### config.mk
export PLATFORM = sky130hd
export DESIGN_NAME = ccff_loader
export DESIGN_NICKNAME = d
export VERILOG_FILES = /design/src/rtl/ccff_loader.sv
export SDC_FILE = /design/constraint.sdc
export NUM_CORES = 1
export LEC_CHECK = 0
export CAP_MARGIN = 40
export CELL_PAD_IN_SITES_DETAIL_PLACEMENT = 1
export CELL_PAD_IN_SITES_GLOBAL_PLACEMENT = 1
export CORE_MARGIN = 2
export CORE_UTILIZATION = 42
export DETAILED_ROUTE_END_ITERATION = 16
export PLACE_DENSITY = 0.8
export SETUP_SLACK_MARGIN = 0.05
export SLEW_MARGIN = 20
export SYNTH_ARGS = -nofsm -noshare
export SYNTH_HDL_FRONTEND = slang
export SYNTH_SLANG_ARGS = --single-unit
### constraint.sdc
create_clock -name prog_clk -period 6.8 [get_ports prog_clk]
set_input_delay 1.36 -clock prog_clk [delete_from_list [all_inputs] [get_ports prog_clk]]
set_output_delay 1.36 -clock prog_clk [all_outputs]
set_load 0.01 [all_outputs]
### src/rtl/ccff_loader.sv
// Configuration-chain loader: takes a byte-wide bitstream and shifts it MSB-first
// into a CHAIN_LEN-flop ccff chain. An optional verify pass re-shifts the same
// stream and compares the chain tail against it, flagging the first mismatch.
module ccff_loader #(
    parameter int CHAIN_LEN = 64,
    parameter int IDXW      = $clog2(CHAIN_LEN + 1)
) (
    input  logic            prog_clk,
    input  logic            prog_reset,
    input  logic            start,
    input  logic            verify_en,
    input  logic [7:0]      bs_data,
    input  logic            bs_valid,
    output logic            bs_ready,
    output logic            ccff_head,
    output logic            ccff_shift_en,
    input  logic            ccff_tail,
    output logic            busy,
    output logic            done,
    output logic            verify_err,
    output logic [IDXW-1:0] err_index
);

    typedef enum logic [1:0] {IDLE, LOAD, VERIFY, DONE} state_t;

    localparam logic [IDXW-1:0] LEN  = IDXW'(CHAIN_LEN);
    localparam logic [IDXW-1:0] LAST = IDXW'(CHAIN_LEN - 1);

    state_t          state, state_next;
    logic [IDXW-1:0] bit_cnt;
    logic [7:0]      buf_sreg;
    logic [3:0]      buf_rem, buf_rem_next;
    logic            verify_lat;
    logic            start_ok, accept, pass_end, busy_next;

    // A new load is only honoured when no pass is in progress.
    assign start_ok      = start && (state == IDLE || state == DONE);
    assign busy          = (state == LOAD) || (state == VERIFY);
    assign done          = (state == DONE);
    assign accept        = bs_valid && bs_ready;
    assign ccff_shift_en = busy && (buf_rem != 4'd0) && (bit_cnt < LEN);
    assign ccff_head     = ccff_shift_en && buf_sreg[7];
    // The last bit of a pass completes on this shift; the transition happens on
    // the same edge so the counter never sits idle at CHAIN_LEN.
    assign pass_end      = ccff_shift_en && (bit_cnt == LAST);
    assign busy_next     = (state_next == LOAD) || (state_next == VERIFY);

    // State register.
    always_ff @(posedge prog_clk) begin
        if (prog_reset) begin
            state <= IDLE;
        end else begin
            state <= state_next;
        end
    end

    // Next-state logic: passes end when the bit counter reaches CHAIN_LEN.
    always_comb begin
        state_next = state;
        case (state)
            IDLE, DONE: if (start) state_next = LOAD;
            LOAD:       if (pass_end) state_next = verify_lat ? VERIFY : DONE;
            VERIFY:     if (pass_end) state_next = DONE;
            default:    state_next = IDLE;
        endcase
    end

    // Bits left in the byte buffer; a pass boundary drops any leftover bits.
    always_comb begin
        buf_rem_next = buf_rem;
        if (start_ok || pass_end) begin
            buf_rem_next = 4'd0;
        end else if (ccff_shift_en) begin
            buf_rem_next = buf_rem - 4'd1;
        end else if (accept) begin
            buf_rem_next = 4'd8;
        end
    end

    // Bit counter, buffer, ready handshake and sticky verify result.
    always_ff @(posedge prog_clk) begin
        if (prog_reset) begin
            bit_cnt    <= '0;
            buf_rem    <= 4'd0;
            bs_ready   <= 1'b0;
            verify_err <= 1'b0;
            err_index  <= '0;
            verify_lat <= 1'b0;
        end else begin
            buf_rem  <= buf_rem_next;
            bs_ready <= busy_next && (buf_rem_next == 4'd0);
            if (start_ok) begin
                bit_cnt    <= '0;
                verify_err <= 1'b0;
                err_index  <= '0;
                verify_lat <= verify_en;
            end else begin
                if (pass_end) begin
                    bit_cnt <= '0;
                end else if (ccff_shift_en) begin
                    bit_cnt <= bit_cnt + IDXW'(1);
                end
                if (state == VERIFY && ccff_shift_en && (ccff_tail != ccff_head) && !verify_err) begin
                    verify_err <= 1'b1;
                    err_index  <= bit_cnt;
                end
            end
        end
    end

    // Byte shift register; data only, so it carries no reset.
    always_ff @(posedge prog_clk) begin
        if (ccff_shift_en) begin
            buf_sreg <= {buf_sreg[6:0], 1'b0};
        end else if (accept) begin
            buf_sreg <= bs_data;
        end
    end

endmodule
# Word level (Yosys, flattened, before mapping)
# Cells that the tools add are included.
[word_totals]
reg_bits = 31
latchBits = 0
mem_bits_rw = 0
mem_bits_ro = 0
inputBits = 14
n_memories = 0
[classes]
add_sub_neg = 2
multipliers = 0
div_mod_pow = 0
n_lt_le_gt_ge = 1
eq_ne = 7
shift = 0
n_mux = 10
bitwise = 0
reduce_logical = 22
[ops]
columns = ["operator", "count"]
rows = [
  ["$mux 8", 2],
  ["$mux 4", 3],
  ["$logic_and 1x1->1", 10],
  ["$add 7x1->7 const B", 1],
  ["$eq 7x6->1 const B", 1],
  ["$lt 7x7->1 const B", 1],
  ["$eq 2x2->1 const B", 3],
  ["$mux 2", 3],
  ["$pmux 2 s3", 1],
  ["$eq 2x1->1 const B", 2],
  ["$logic_not 4->1", 1],
  ["$logic_or 1x1->1", 4],
  ["$reduce_bool 4->1", 1],
  ["$reduce_or 2->1", 2],
  ["$sub 4x1->4 const B", 1],
  ["$reduce_or 3->1", 1],
  ["$logic_not 2->1", 1],
  ["$reduce_bool 2->1", 1],
  ["$logic_not 1->1", 1],
  ["$mux 1", 1],
  ["$ne 1x1->1", 1],
]

# Longest topological paths before layout
[depth]
ltp_word = 10
ltp_mapped = 9

# Worst setup path before layout
# OpenSTA, ideal clock, no wires.
[synth_timing]
path_type = "register to output"
from = "register state[0]"
to = "output ccff_shift_en"
arrival_time_ps = 1680
required_ps = 5440
slack_ps = 3760
stages_incl_launch_ff = 8
n_path_buf = 2
cell_sequence = "dfxtp_1 -> inv_1 -> ha_1 -> buf_6 -> nor2_2 -> nand2_1 -> inv_1 -> buf_1"
[synth_via]
elab_chain_cells = 4
word_cells_on_any_way = 5
cone_classes = "2 x eq/ne; 3 x reduce/logical"
[synth_rtl]
columns = ["element", "line", "rtl"]
rows = [
  ["start: declaration", "29", "state_t state, state_next;"],
  ["start signal: assignment", "53", "state <= state_next;"],
  ["$eq 2x1->1 / $eq 2x2->1 (equally long branches)", "38", "assign busy = (state == LOAD) || (state == VERIFY);"],
  ["$logic_or 1x1->1 *", "38", ""],
  ["$logic_and 1x1->1 * (2 in a row)", "41", "assign ccff_shift_en = busy && (buf_rem != 4'd0) && (bit_cnt < LEN);"],
  ["end: declaration", "16", "output logic ccff_shift_en,"],
]
# Every way passes the cells marked *; elsewhere a longest branch is shown, timed or not.

# Final worst setup path
# Ends and elaborated chain as after synthesis.

==> impl_metrics.ini <==
[placement]
placed_cells = 237
numPortBuffers = 26
place.gp.congestion = 0.842
hpwl_um = 2690

[flow_run]
cap_violations = 0

[cells_and_area]
layout.cells.most_common_list = nor2_1 (26), clkdlybuf4s50_1 (26), nand2_1 (25)
nets = 218
drive_gt1_frac = 0.0854
fillers = 418
fin_cells = 245
antennaDiodeCount = 0
seq_area_um2 = 691
multi_input_area_um2 = 759
area_growth_syn_to_layout_pct = 22.2
final_util = 0.544

[power_and_ir_drop]
p_per_area_mw_per_mm2 = 210
p_leak_uw = 0.000712
clockPowerShare = 0.267
totalPowerFinal_uw = 391
p_sw_uw = 118
pwr-share-seq = 0.534
p_int_uw = 273
pwr-share-comb = 0.199
worst_ir_drop_vdd_uv = 113
swShare = 0.302

[yosys]
synth_cell_type_count = 40
synthArstFlopShare = 0
ys_seq_area_frac = 0.454
yosysWarningCount = 0
netlist_area_mm2 = 0.00152
synth-edff-count = 7
syn-num-nets = 193
synth.avg_cell_area_um2 = 8.79
ys_seq_elements = 31
synth-main-ff-cell = dfxtp_1
synth_cells = 173

[die]
io_pins = 27
dieArea_mm2 = 0.00412
fp.dieW_um = 64.2
num_rows = 21
die_y_um = 64.2
core_region_area_mm2 = 0.00342
start_util = 0.445

[clocking]
cts_buffer_depth = 2
worstSkewPairLatency_ns = 0.34
cts_max_level = 2
clock_sinks = 31
tritoncts = done
clk_transition_reported_paths_ns = 0.10
clockRootBuffer = clkbuf_4
numCtsBuffers = 5
cts_resized = 0
cts_hold_buf = 0
cts_setup_buffers = 0

[timing]
fin_skew_ns = 0.0124
relSlewSlack = 0.668
period_share = 0.649
slew_viol_final = 0
fin_crit_ns = 4.41
tightest_slew_ns = 0.496
hold_viol_final = 0
fin_tns_setup_ns = 0
setup_viol_count_final = 0
fmax_mhz = 227
rsz0062_at_grt = no

[grt]
grt_first_pass_wirelength_um = 6440
antenna_found_initial = 0
grt_max_degree = 16
grt_pass1_vias = 1355
grt_use_total = 0.204
grt-ovfl-total = 0

[critical_path]
crit_type = reg2out
path_buf_inv = 3
timing.critical_path.to = ccff_shift_en
path_common_cell = inv_1
rrSetupSlack_ns = 3.95
path_cells = inv_1, ha_1, nor2_2, nand2_1, inv_1, clkdlybuf4s50_1
cp-startpoint = state[0]
cp_slowest_cell = clkdlybuf4s50_1
rr_startpoint = state[0]
path_max_fanout = 15
reg2reg_depth = 8
cp_top_family = buffers and inverters
critical_path_depth = 6
max_stage_delay_ns = 0.62
crit_required_ns = 5.44
critPathLaunchType = flip-flop
cp-end-kind = output port
reg2reg_to = bs_ready
critical_path_arrival_ns = 3.05

[drt]
vias_per_cell = 5.24
drt-total-wl_um = 3540
firstDrtPassIters = 4
vias = 1284
antenna_left = 0
drc_errors = 0
avgRoutedWirePerCell_um = 14.4
drt-initial-drc-count = 96

[worst_hold_path]
hp-class = reg2reg

[outcome]
status = complete, no violations
final cells by class:
type	instances	area share
Multi-Input combinational cell	124	0.408
Tap cell	46	0.0310
Inverter	9	0.0182
Sequential cell	31	0.371
Timing Repair Buffer	27	0.143
Clock buffer	5	0.0202
Clock inverter	3	0.00808
worst min path at each step:
stage                  from  slack [ns]      endpoint  cells after the start
2_1_floorplan    verify_lat        0.43    verify_lat                      2
3_3_place_gp    buf_sreg[0]        0.46   buf_sreg[0]                      2
3_5_place_dp    buf_sreg[0]        0.47   buf_sreg[0]                      2
4_1_cts         buf_sreg[0]        0.48   buf_sreg[0]                      2
5_1_grt        err_index[6]        0.50  err_index[6]                      1
6_report       err_index[6]        0.48  err_index[6]                      1
power groups by stage:
stage	logic, uW	clock network (uW)	registers [uW]
detailed placement	77.5	0	213
global placement	74.0	0	212
floorplan	54.1	0	211
finish	77.7	104	209
CTS	78.1	109	209
global route	87.2	120	211
per-stage QoR:
stage                     hold WS [ns]  instance area, um2  setup slack (ns)
after floorplan                  0.431                1520              3.76
after global placement           0.457                1800              2.92
after detailed placement         0.465                1810              2.76
after CTS                        0.480                1860              2.37
after global routing             0.502                1860              2.11
final                            0.480                1860              2.39
flip-flops by register name, indices dropped and copies added (netlist names):
| name | flops |
|---|---|
| buf_rem | 4 |
| bs_ready | 1 |
| verify_err | 1 |
| err_index | 7 |
| state | 2 |
| verify_lat | 1 |
| bit_cnt | 7 |
| buf_sreg | 8 |
Yosys cell counts, types with 2 or more instances:
library cell	n	area (um2)
a311oi_1	2	17.5
nand4_1	4	25.0
dfxtp_1	24	480
nand2_1	25	93.8
xor2_1	2	17.5
nand4b_1	2	17.5
inv_1	9	33.8
a21oi_1	9	45.0
and3_1	3	18.8
ha_1	6	75.1
mux2i_1	6	60.1
xnor2_1	5	43.8
nand2b_1	2	12.5
edfxtp_1	7	210
nor2_1	26	97.6
buf_2	2	10.0
nand3_1	8	40.0
nor3b_1	2	15.0
clkbuf_1	4	15.0
a31oi_1	2	12.5
nor3_1	3	15.0
buf_1	2	7.51
kinds of logic (layout without fill, tap and decap cells):
group	count (synthesis)	in the layout	synth area share
adder cells (fa/ha/maj)	6	6	0.0493
XOR/XNOR	7	7	0.0403
multiplexers	6	6	0.0395
AO/OA/AOI/OAI	20	20	0.0905
buffers and inverters	18	44	0.0510
flip-flops	31	31	0.454
AND/OR/NAND/NOR	85	85	0.275
metal layers:
metal	vias up	routed length, um	GRT usage
met5	-	0	0
met4	0	80	0.0904
met3	9	156	0.0651
met2	24	1710	0.322
met1	609	1590	0.256
li1	642	-	-
Power figures use the tool's default switching activity.
